## config.mk

```make
export PLATFORM = sky130hd
export DESIGN_NAME = result_uart_tx
export DESIGN_NICKNAME = d
export VERILOG_FILES = /design/src/rtl/result_uart_tx.sv
export SDC_FILE = /design/constraint.sdc
export NUM_CORES = 1
export LEC_CHECK = 0
export ABC_CLOCK_PERIOD_IN_PS = 4010
export CORE_MARGIN = 10
export CORE_UTILIZATION = 45
export DETAILED_ROUTE_END_ITERATION = 8
export PLACE_DENSITY = 0.67
export SYNTH_ARGS = -nofsm -noshare
export SYNTH_HDL_FRONTEND = slang
export SYNTH_SLANG_ARGS = --single-unit
```

## constraint.sdc

```tcl
create_clock -name clock -period 4.01 [get_ports clock]
set_input_delay 0.6015 -clock clock [delete_from_list [all_inputs] [get_ports clock]]
set_output_delay 0.6015 -clock clock [all_outputs]
set_load 0.05 [all_outputs]
```

## src/rtl/result_uart_tx.sv

```systemverilog
// result_uart_tx: latches the three 16-bit results from the distance stage on its
// completion pulse, frames them as an 8-byte packet (header, 6 payload bytes,
// XOR checksum) and sends the packet LSB-first on a UART 8N1 line.
module result_uart_tx #(
    parameter int unsigned CLKS_PER_BIT = 434,
    parameter logic [7:0]  HEADER       = 8'hAA
) (
    input  logic        clock,
    input  logic        reset,
    input  logic [15:0] lowest,
    input  logic [15:0] highest,
    input  logic [15:0] hitvector,
    input  logic        flashin,
    output logic        tx,
    output logic        busy,
    output logic        overrun
);

    typedef enum logic [1:0] {
        IDLE  = 2'd0,
        START = 2'd1,
        DATA  = 2'd2,
        STOP  = 2'd3
    } state_e;

    // Last value of the baud counter before the current bit period ends.
    localparam logic [15:0] BAUD_LAST = 16'(CLKS_PER_BIT - 1);

    state_e           state_q,    state_d;
    logic [15:0]      baud_q,     baud_d;
    logic [2:0]       bit_idx_q,  bit_idx_d;
    logic [2:0]       byte_idx_q, byte_idx_d;
    logic [7:0][7:0]  pkt_q,      pkt_d;      // pkt_q[0] is sent first
    logic             tx_q,       tx_d;
    logic             busy_q,     busy_d;
    logic             overrun_q,  overrun_d;

    logic             baud_done;
    logic [7:0]       chk;

    // Checksum over the six payload bytes; the header is deliberately excluded.
    assign chk = lowest[7:0] ^ lowest[15:8] ^ highest[7:0] ^ highest[15:8]
               ^ hitvector[7:0] ^ hitvector[15:8];

    assign baud_done = (baud_q == BAUD_LAST);

    // Next-state, counter, packet-latch and registered-output computation.
    always_comb begin
        // NOTE: every variable gets a default first so no path leaves it unassigned (no latches).
        state_d    = state_q;
        baud_d     = baud_q;
        bit_idx_d  = bit_idx_q;
        byte_idx_d = byte_idx_q;
        pkt_d      = pkt_q;
        overrun_d  = overrun_q;

        unique case (state_q)
            IDLE: begin
                if (flashin) begin
                    pkt_d      = {chk, hitvector[15:8], hitvector[7:0],
                                  highest[15:8], highest[7:0],
                                  lowest[15:8], lowest[7:0], HEADER};
                    state_d    = START;
                    byte_idx_d = 3'd0;
                    bit_idx_d  = 3'd0;
                    baud_d     = 16'd0;
                end
            end
            START: begin
                if (baud_done) begin
                    state_d   = DATA;
                    bit_idx_d = 3'd0;
                    baud_d    = 16'd0;
                end else begin
                    baud_d = baud_q + 16'd1;
                end
            end
            DATA: begin
                if (baud_done) begin
                    baud_d = 16'd0;
                    if (bit_idx_q == 3'd7) begin
                        state_d = STOP;
                    end else begin
                        bit_idx_d = bit_idx_q + 3'd1;
                    end
                end else begin
                    baud_d = baud_q + 16'd1;
                end
            end
            STOP: begin
                if (baud_done) begin
                    baud_d = 16'd0;
                    if (byte_idx_q == 3'd7) begin
                        state_d = IDLE;
                    end else begin
                        byte_idx_d = byte_idx_q + 3'd1;
                        state_d    = START;
                    end
                end else begin
                    baud_d = baud_q + 16'd1;
                end
            end
            default: begin
                state_d = IDLE;
            end
        endcase

        // Any pulse that lands outside IDLE is dropped and remembered until reset.
        if (flashin && (state_q != IDLE)) begin
            overrun_d = 1'b1;
        end

        // Outputs are derived from the next state so they register on the same edge.
        unique case (state_d)
            START:   tx_d = 1'b0;
            DATA:    tx_d = pkt_q[byte_idx_d][bit_idx_d];
            default: tx_d = 1'b1;
        endcase
        busy_d = (state_d != IDLE);
    end

    // State register with synchronous reset; reset aborts any packet in flight.
    always_ff @(posedge clock) begin
        if (reset) begin
            // NOTE: the packet store is cleared with the rest of the state so a fresh
            // start never exposes stale bytes; it is small enough to live in flops.
            state_q    <= IDLE;
            baud_q     <= 16'd0;
            bit_idx_q  <= 3'd0;
            byte_idx_q <= 3'd0;
            pkt_q      <= '0;
            tx_q       <= 1'b1;
            busy_q     <= 1'b0;
            overrun_q  <= 1'b0;
        end else begin
            // NOTE: non-blocking assignments keep every flop sampling pre-edge values.
            state_q    <= state_d;
            baud_q     <= baud_d;
            bit_idx_q  <= bit_idx_d;
            byte_idx_q <= byte_idx_d;
            pkt_q      <= pkt_d;
            tx_q       <= tx_d;
            busy_q     <= busy_d;
            overrun_q  <= overrun_d;
        end
    end

    assign tx      = tx_q;
    assign busy    = busy_q;
    assign overrun = overrun_q;

endmodule

```

==> flow_summary.yaml, run 1 <==
outcome:
  status: "complete, no violations"
detailed_routing:
  ant_nets: 0
  dr.pass1.iters: 5
  drtIter0Drc: 232
  drt_wl_total_um: 11400
  drc_errors: 0
  wl_per_cell_um: 15.6
  vias: 3914
  vias_per_cell: 5.33
floorplanning:
  core_um2: 9730
  dieArea_um2: 14300
  io_pins: 54
  die_h_um: 120
  initial_core_util_pct: 46.0
  rows: 36
  dieWidth_um: 120
placed_design:
  gp_congestion: 0.890
  placed_area_um2: 5070
  hpwl_um: 8520
  portBuffers: 53
clock_tree:
  cts_sinks: 84
  cts_resized: 0
  clk_pin_slew_ns: 0.09
  clk_latency_ns: 0.36
  cts_hold_buf: 0
  cts_max_path_buffers: 2
  h-tree-depth: 3
  cts_setup_buffers: 0
  cts_tree: "built"
  cts-root-buf: "clkbuf_8"
  cts_buffers: 9
worst_hold_path:
  holdPathStages: 2
  hold_path_end: "pkt_q[39]$_SDFFE_PP0P_"
  worstHoldPathType: "reg2reg"
  min-delay-start: "pkt_q[39]$_SDFFE_PP0P_"
timing:
  worst_pin_slew_ns: 0.704
  finalMaxSlewViolations: 0
  tns_ns: 0
  max_freq_mhz: 308
  period_minus_slack_ns: 3.24
  whs_ns: 0.461
  rsz0062_at_grt: "false"
  slew_headroom_pct: 53.0
  finalHoldViolations: 0
  post-route-period-util_pct: 80.9
  skew_ns: 0.00644
  setup_viol: 0
setup_path:
  r2r-end: "tx$_SDFF_PP1_"
  ff2ff_setup_slack_ns: 0.77
  r2r_cells: 11
  crit_top_cell: "a221oi_2"
  crit_arrival_ns: 3.47
  path_delay_family: "simple AND/OR/NAND/NOR gates"
  path_class: "reg2reg"
  r2r-start: "state_q[0]$_SDFF_PP0_"
  critPathMaxStageDelay_ns: 0.45
  crit_chain: "inv_1, ha_1, nor4b_1, and4_1, a41o_1, or2_1, mux2_1, a221oi_2, a221oi_2, nand4_1, a32oi_1"
  critPathBufInv: 1
  critPathRequiredTime_ns: 4.24
  endpoint_kind: "register"
  cp_slowest_cell: "dfxtp_1"
  crit_path_max_fanout: 7
  worst_setup_path_start_kind: "register"
grt:
  grt_pass1_vias: 3923
  grt_overflow: 0
  grt_max_degree: 66
  grt_pass1_wl_um: 19500
  antenna_found_initial: 0
  grt_use_total_pct: 16.1
synth:
  synth_top_cell_area_share_pct: 37.6
  ys_warn_count: 0
  post_synth_num_cell_types: 59
  synth_area_leader_cell: "dfxtp_1"
  ys.flop_type: "dfxtp_1"
  synth-edff-count: 0
  async_reset_ff_share_pct: 0
  synth_area_um2: 4470
  synth.area.top_cells: "dfxtp_1, nand2_1, xnor2_1"
  syn_inst: 558
  avgSynthCellArea_um2: 8.02
  ys_ff_latch: 84
  synth_nets: 619
  seq_area_frac_synth_pct: 37.6
finish:
  area_growth_pct: 18.3
  fin_nets: 658
  diodes: 0
  fin_area_um2: 5300
  multi_input_area_um2: 2620
  fillerInstances: 980
  seq_area_um2: 1680
  drive_above_1_share_pct: 6.15
power_and_ir_drop:
  p_per_area_nw_per_um2: 362
  peakVddDrop_uv: 204
  power.total_uw: 1920
  leakagePower_uw: 0.00199
flow_run:
  maxCapViolations: 0
[worst max-delay path by stage]
stage                                startpoint            end  slack [ns]  cells past startpoint
after floorplan           state_q[0]$_SDFF_PP0_  tx$_SDFF_PP1_        1.23                     12
after global placement                  flashin  tx$_SDFF_PP1_        0.77                     10
after detailed placement                flashin  tx$_SDFF_PP1_        0.73                     10
after CTS                 state_q[0]$_SDFF_PP0_  tx$_SDFF_PP1_        0.78                     11
after global routing      state_q[0]$_SDFF_PP0_  tx$_SDFF_PP1_        0.54                     11
final                     state_q[0]$_SDFF_PP0_  tx$_SDFF_PP1_        0.77                     11
[stage by stage]
| step | setup slack [ns] | util [%] | std cells |
|---|---|---|---|
| after floorplan | 1.23 | - | 558 |
| after global placement | 0.772 | 52.1 | 719 |
| after detailed placement | 0.733 | 52.1 | 719 |
| after CTS | 0.775 | 54.4 | 735 |
| after global routing | 0.539 | 54.4 | 735 |
| final | 0.767 | 54.4 | 735 |
[cell usage after synthesis (3+ instances only)]
cell type  count
nand3b_1       4
nor2_1        45
xnor2_1       45
and3_1        10
buf_6          3
nor3_1         7
nor3b_1        3
o2111ai_1      4
nand2_1      125
a211oi_1      11
nand2b_1       4
a31oi_1        4
clkbuf_1      25
nand4_1        9
and2_1         4
o21ai_0       11
mux2i_1       16
buf_2          3
a21oi_1       58
nor4_1         3
nor2b_1        3
inv_1          9
xor2_1         8
ha_1          10
dfxtp_1       84
nand3_1        8
[flip-flops by register name (all words and copies together), names as in the netlist]
| signal | cells |
|---|---|
| state_q | 2 |
| baud_q | 16 |
| pkt_q | 57 |
| byte_idx_q | 3 |
| bit_idx_q | 3 |
| tx | 1 |
| busy | 1 |
| overrun | 1 |
[layout make-up]
| type | count | area share, % |
|---|---|---|
| tap | 133 | 3.14 |
| multi-input combinational | 434 | 49.4 |
| clock buffer | 11 | 2.67 |
| inverter | 9 | 0.638 |
| clock inverter | 5 | 1.58 |
| timing repair buffer | 59 | 10.8 |
| sequential | 84 | 31.8 |
[tightest hold or removal path: cells and delay by family (launching register included)]
family,cells,cell delay (ns)
flops,1,0.32
simple gates,1,0.05
compound gates,1,0.05
[routing by layer]
metal | vias to the layer above | track usage [%] | part of all wire [%]
met5 | - | 0 | 0
met4 | 0 | 4.22 | 0.92
met3 | 9 | 3.94 | 4.4
met2 | 93 | 28.0 | 50
met1 | 1814 | 19.3 | 44
li1 | 1998 | - | -
[placed cells by master (no fill, tap or decap), drive strengths merged, types with 5 or more instances in the layout]
master           n
a211oi          11
a21oi           59
a31oi            5
and3            11
buf              7
clkbuf          11
clkdlybuf4s50   52
dfxtp           84
ha              10
inv             10
mux2i           16
nand2          125
nand3            8
nand4            9
nor2            46
nor3             8
o21ai           11
xnor2           45
xor2             8
[power breakdown]
group | total [uW] | switching [uW] | internal (uW) | leakage [uW]
registers | 919 | 34.1 | 885 | 0.000687
logic | 314 | 167 | 147 | 0.00119
clock network | 685 | 314 | 370 | 0.000106
total | 1920 | 515 | 1400 | 0.00199
[cell families after synthesis]
kind of cell / after synthesis / synth area share (%)
AOI/OAI and AO/OA: 113 / 16.1
xor gates and xnor gates: 53 / 10.4
adders and majority gates: 10 / 2.80
buffers and inverters: 40 / 3.94
DFF: 84 / 37.6
muxes: 20 / 4.67
and+or+nand+nor: 238 / 24.5
Power figures use the tool's default switching activity.
==> run 2, diff against run 1 <==
- ABC_CLOCK_PERIOD_IN_PS: 4010 -> 3100
- clock period: 4.01 -> 3.1 ns (I/O delays scaled with it)
==> run 2 against run 1 <==
Effect of this change: flip-flop and latch count did not move; via count fell by 0.54%; global-route usage fell by 0.57 points; critical path type unchanged; clock power rose by 24%; worst hold slack got worse by 0.00090 ns; cell count rose by 1.5%; clock-buffer cell count fell by 2; largest cell class unchanged; clock skew rose by 0.0053 ns; design area rose by 1.7%; first-iteration DRC count rose by 9.9%.
==> flow_summary.yaml, run 2 (synthesis results as in run 1) <==
outcome:
  status: "complete, no violations"
timing:
  finalMaxSlewViolations: 0
  finalWorstSetupSlack_ns: 0.191
  setup_viol: 0
  period_minus_slack_ns: 2.91
  slew_headroom_pct: 56.9
  max_freq_mhz: 344
  whs_ns: 0.460
  rsz0062_at_grt: "false"
  skew_ns: 0.0117
  post-route-period-util_pct: 93.8
  worst_pin_slew_ns: 0.647
  tns_ns: 0
  finalHoldViolations: 0
clock_tree:
  cts_sinks: 84
  h-tree-depth: 3
  clk_pin_slew_ns: 0.09
  cts_buffers: 9
  cts_max_path_buffers: 2
  clk_latency_ns: 0.36
  cts_setup_buffers: 0
  cts_tree: "built"
  cts-root-buf: "clkbuf_8"
finish:
  multi_input_area_um2: 2620
  largest_reg_flops: 57
  utilization_pct: 55.4
  reg_top3: "pkt_q (57), baud_q (16)"
  fin_nets: 670
  diodes: 0
  area_growth_pct: 20.4
  drive_above_1_share_pct: 8.16
  final_cell_mix: "nand2_1, dfxtp_1, a21oi_1"
  regMostFlops: "pkt_q"
  mostFrequentLayoutCell: "nand2_1"
  seq_area_um2: 1680
  fillerInstances: 967
  stdcell_count: 746
flow_run:
  maxCapViolations: 0
worst_hold_path:
  holdPathStages: 2
  hold_path_end: "pkt_q[54]$_SDFFE_PP0P_"
  min-delay-start: "pkt_q[54]$_SDFFE_PP0P_"
  worstHoldPathType: "reg2reg"
power_and_ir_drop:
  comb_power_share_pct: 17.0
  power_switching_share_pct: 26.9
  p_per_area_nw_per_um2: 456
  p_seq_share_pct: 48.3
  p_switching_uw: 661
  clockPowerShare_pct: 34.7
  leakagePower_uw: 0.00205
  p_int_uw: 1790
  peakVddDrop_uv: 305
placed_design:
  gp_congestion: 0.892
  hpwl_um: 8240
  placedCellCount: 731
  portBuffers: 53
  pre_cts_ws_ns: 0.176
grt:
  grt_overflow: 0
  grt_max_degree: 66
  grt_use_total_pct: 15.5
  antenna_found_initial: 0
  grt_pass1_vias: 3856
  grt_pass1_wl_um: 18600
detailed_routing:
  drc_errors: 0
  ant_nets: 0
  drt_wl_total_um: 11000
  vias: 3893
  drtIter0Drc: 255
  wl_per_cell_um: 14.8
  dr.pass1.iters: 5
  vias_per_cell: 5.22
floorplanning:
  rows: 36
  initial_core_util_pct: 46.0
  io_pins: 54
  dieArea_um2: 14300
  die_h_um: 120
  dieWidth_um: 120
  core_um2: 9730
setup_path:
  r2r-start: "state_q[0]$_SDFF_PP0_"
  critPathRequiredTime_ns: 3.33
  r2r-end: "tx$_SDFF_PP1_"
  crit_arrival_ns: 3.14
  ff2ff_setup_slack_ns: 0.19
  path_class: "reg2reg"
  crit_path_max_fanout: 5
  r2r_cells: 11
  endpoint_kind: "register"
  worst_setup_path_start_kind: "register"
==> run 2: how the worst max path moves through the flow <==
| stage | slack [ns] | to | cells past startpoint | startpoint |
|---|---|---|---|---|
| after floorplan | 0.32 | tx$_SDFF_PP1_ | 12 | state_q[0]$_SDFF_PP0_ |
| after global placement | 0.25 | tx$_SDFF_PP1_ | 10 | flashin |
| after detailed placement | 0.18 | tx$_SDFF_PP1_ | 11 | state_q[0]$_SDFF_PP0_ |
| after CTS | 0.14 | tx$_SDFF_PP1_ | 11 | state_q[0]$_SDFF_PP0_ |
| after global routing | 0.03 | tx$_SDFF_PP1_ | 11 | state_q[0]$_SDFF_PP0_ |
| final | 0.19 | tx$_SDFF_PP1_ | 11 | state_q[0]$_SDFF_PP0_ |
==> run 2: stage by stage <==
stage | instance area [um2] | power (uW)
floorplan | 4470 | 1470
global placement | 5170 | 1630
detailed placement | 5170 | 1630
CTS | 5380 | 2480
global route | 5390 | 2570
finish | 5390 | 2450
==> run 2: layout make-up <==
class / instances / share of cell area (%)
timing repair buffer: 71 / 12.5
clock inverter: 6 / 1.63
sequential: 84 / 31.2
tap: 133 / 3.09
inverter: 9 / 0.627
clock buffer: 9 / 2.30
multi-input combinational: 434 / 48.6
==> run 2: what timing repair did <==
item / 4_1_cts / 5_1_grt
hold buffers: 0 / 0
endpoints found under the setup margin: 0 / 1
resized for setup: 0 / 1
==> run 2: per-layer routing <==
| metal | wire [um] | up-vias | track usage [%] |
|---|---|---|---|
| met4 | 145 | 0 | 4.90 |
| met5 | 0 | - | 0 |
| li1 | - | 2019 | - |
| met3 | 492 | 9 | 4.17 |
| met2 | 5370 | 77 | 26.8 |
| met1 | 5020 | 1788 | 18.3 |
==> run 2: critical path: stages, from the launching register on <==
cell      delay (ns)
dfxtp_1         0.33
inv_1           0.09
ha_1            0.39
nor4b_1         0.26
and4_1          0.35
a41o_1          0.28
or2_4           0.18
mux2_1          0.34
a221oi_2        0.29
a221oi_2        0.06
nand4_1         0.12
a32oi_1         0.10
==> run 2: power groups by stage <==
stage | sequential (uW) | combinational (uW) | clock [uW]
floorplan | 1210 | 257 | 0
global placement | 1210 | 413 | 0
detailed placement | 1210 | 419 | 0
CTS | 1190 | 421 | 874
global route | 1190 | 462 | 916
finish | 1190 | 417 | 852
==> run 3, diff against run 2 <==
- ABC_CLOCK_PERIOD_IN_PS: 3100 -> 3230
- CORE_MARGIN: 10 -> not set
- clock period: 3.1 -> 3.23 ns (I/O delays scaled with it)
==> run 3 against run 2 <==
Effect of this change: clock skew rose by 0.0012 ns; cell count fell by 0.27%; flip-flop and latch count did not move; combinational power fell by 5%.
==> flow_summary.yaml, run 3 (synthesis results as in run 1) <==
outcome:
  status: "complete, no violations"
grt:
  busiest_layer: "met2"
  met3_usage_pct: 2.90
  antenna_found_initial: 0
  grt_use_total_pct: 21.7
  grtUsageMet1_pct: 26.8
  grt_overflow: 0
  grt_pass1_vias: 3747
  grt_max_degree: 49
  grt_use_met2_pct: 38.8
  grt_pass1_wl_um: 17500
floorplanning:
  die_h_um: 102
  io_pins: 54
  initial_core_util_pct: 46.2
  core_um2: 9680
  dieArea_um2: 10300
  dieWidth_um: 102
  rows: 36
setup_path:
  crit_arrival_ns: 3.25
  path_class: "reg2reg"
  crit_path_max_fanout: 5
  r2r_cells: 11
  r2r-start: "state_q[0]$_SDFF_PP0_"
  critPathRequiredTime_ns: 3.45
  ff2ff_setup_slack_ns: 0.20
  worst_setup_path_start_kind: "register"
  endpoint_kind: "register"
  r2r-end: "tx$_SDFF_PP1_"
clock_tree:
  cts_tree: "built"
  h-tree-depth: 3
  clk_latency_ns: 0.36
  cts_sinks: 84
  cts_hold_buf: 0
  clk_pin_slew_ns: 0.10
  cts-root-buf: "clkbuf_8"
  cts_max_path_buffers: 2
  cts_buffers: 9
finish:
  reg_top3: "pkt_q (57), baud_q (16)"
  area_growth_pct: 19.7
  largest_reg_flops: 57
  regMostFlops: "pkt_q"
  drive_above_1_share_pct: 7.69
  fin_nets: 667
  mostFrequentLayoutCell: "nand2_1"
  diodes: 0
  utilization_pct: 55.3
  stdcell_count: 744
  final_cell_mix: "nand2_1, dfxtp_1, a21oi_1"
timing:
  tns_ns: 0
  max_freq_mhz: 330
  post-route-period-util_pct: 93.9
  setup_viol: 0
  worst_pin_slew_ns: 0.625
  period_minus_slack_ns: 3.03
  skew_ns: 0.0130
  rsz0062_at_grt: "false"
  finalMaxSlewViolations: 0
  slew_headroom_pct: 58.4
  finalHoldViolations: 0
detailed_routing:
  vias: 3955
  ant_nets: 0
  drc_errors: 0
  dr.pass1.iters: 4
  drtIter0Drc: 197
  drt_wl_total_um: 10600
  wl_per_cell_um: 14.3
  vias_per_cell: 5.32
power_and_ir_drop:
  peakVddDrop_uv: 215
  p_per_area_nw_per_um2: 437
  power.total_uw: 2340
  leakagePower_uw: 0.00203
placed_design:
  placedCellCount: 728
  portBuffers: 53
  hpwl_um: 8070
  gp_congestion: 0.801
worst_hold_path:
  hold_path_end: "pkt_q[28]$_SDFFE_PP0P_"
  holdPathStages: 2
  worstHoldPathType: "reg2reg"
  min-delay-start: "pkt_q[28]$_SDFFE_PP0P_"
flow_run:
  maxCapViolations: 0
[run 3: changes by cell type in the layout (fill, tap and decap cells not counted), sizes merged]
cell / delta
bufinv: -1
buf: -3
clkinv: -1
inv: +3
[run 3: how the worst max path moves through the flow]
stage                           from       endpoint  cells after the start
2_1_floorplan  state_q[0]$_SDFF_PP0_  tx$_SDFF_PP1_                     12
3_3_place_gp                 flashin  tx$_SDFF_PP1_                     10
3_5_place_dp                 flashin  tx$_SDFF_PP1_                     10
4_1_cts        state_q[0]$_SDFF_PP0_  tx$_SDFF_PP1_                     11
5_1_grt        state_q[0]$_SDFF_PP0_  tx$_SDFF_PP1_                     12
6_report       state_q[0]$_SDFF_PP0_  tx$_SDFF_PP1_                     11
[run 3: per-stage QoR]
stage	instance area [um2]	worst slack [ns]	hold WS (ns)
floorplan	4470	0.453	0.432
global placement	5140	0.233	0.441
detailed placement	5140	0.186	0.447
CTS	5350	0.226	0.460
global route	5360	0.0311	0.479
finish	5360	0.199	0.462
[run 3: timing repair]
item / in CTS / in global routing
setup buffers: 0 / 0
gates resized for setup: 0 / 1
endpoints found under the setup margin: 0 / 1
[run 3: power by group]
| part | switching [uW] | total [uW] | internal (uW) |
|---|---|---|---|
| clock | 426 | 802 | 376 |
| combinational | 210 | 398 | 189 |
| sequential | 39.4 | 1140 | 1100 |
| total | 675 | 2340 | 1660 |
[run 3: final cells by class]
type / count / area, um2
Clock buffer: 9 / 124
Clock inverter: 7 / 90.1
Fill cell: 918 / 4330
Inverter: 9 / 33.8
Multi-Input combinational cell: 434 / 2620
Sequential cell: 84 / 1680
Tap cell: 133 / 166
Timing Repair Buffer: 68 / 638
[run 3: critical path, stage by stage, from the launching register on]
cell	delay (ns)
dfxtp_1	0.41
inv_1	0.11
ha_1	0.38
nor4b_1	0.30
and4_1	0.28
a41o_1	0.28
or2_1	0.25
mux2_1	0.36
a221oi_2	0.27
a221oi_2	0.05
nand4_1	0.11
a32oi_1	0.10
[run 3: layer usage]
layer | vias to the layer above | share of wire (%) | routed length [um]
li1 | 2019 | - | -
met2 | 94 | 51 | 5420
met3 | 12 | 4.0 | 424
met5 | - | 0 | 0
met1 | 1830 | 44 | 4640
met4 | 0 | 1.1 | 119
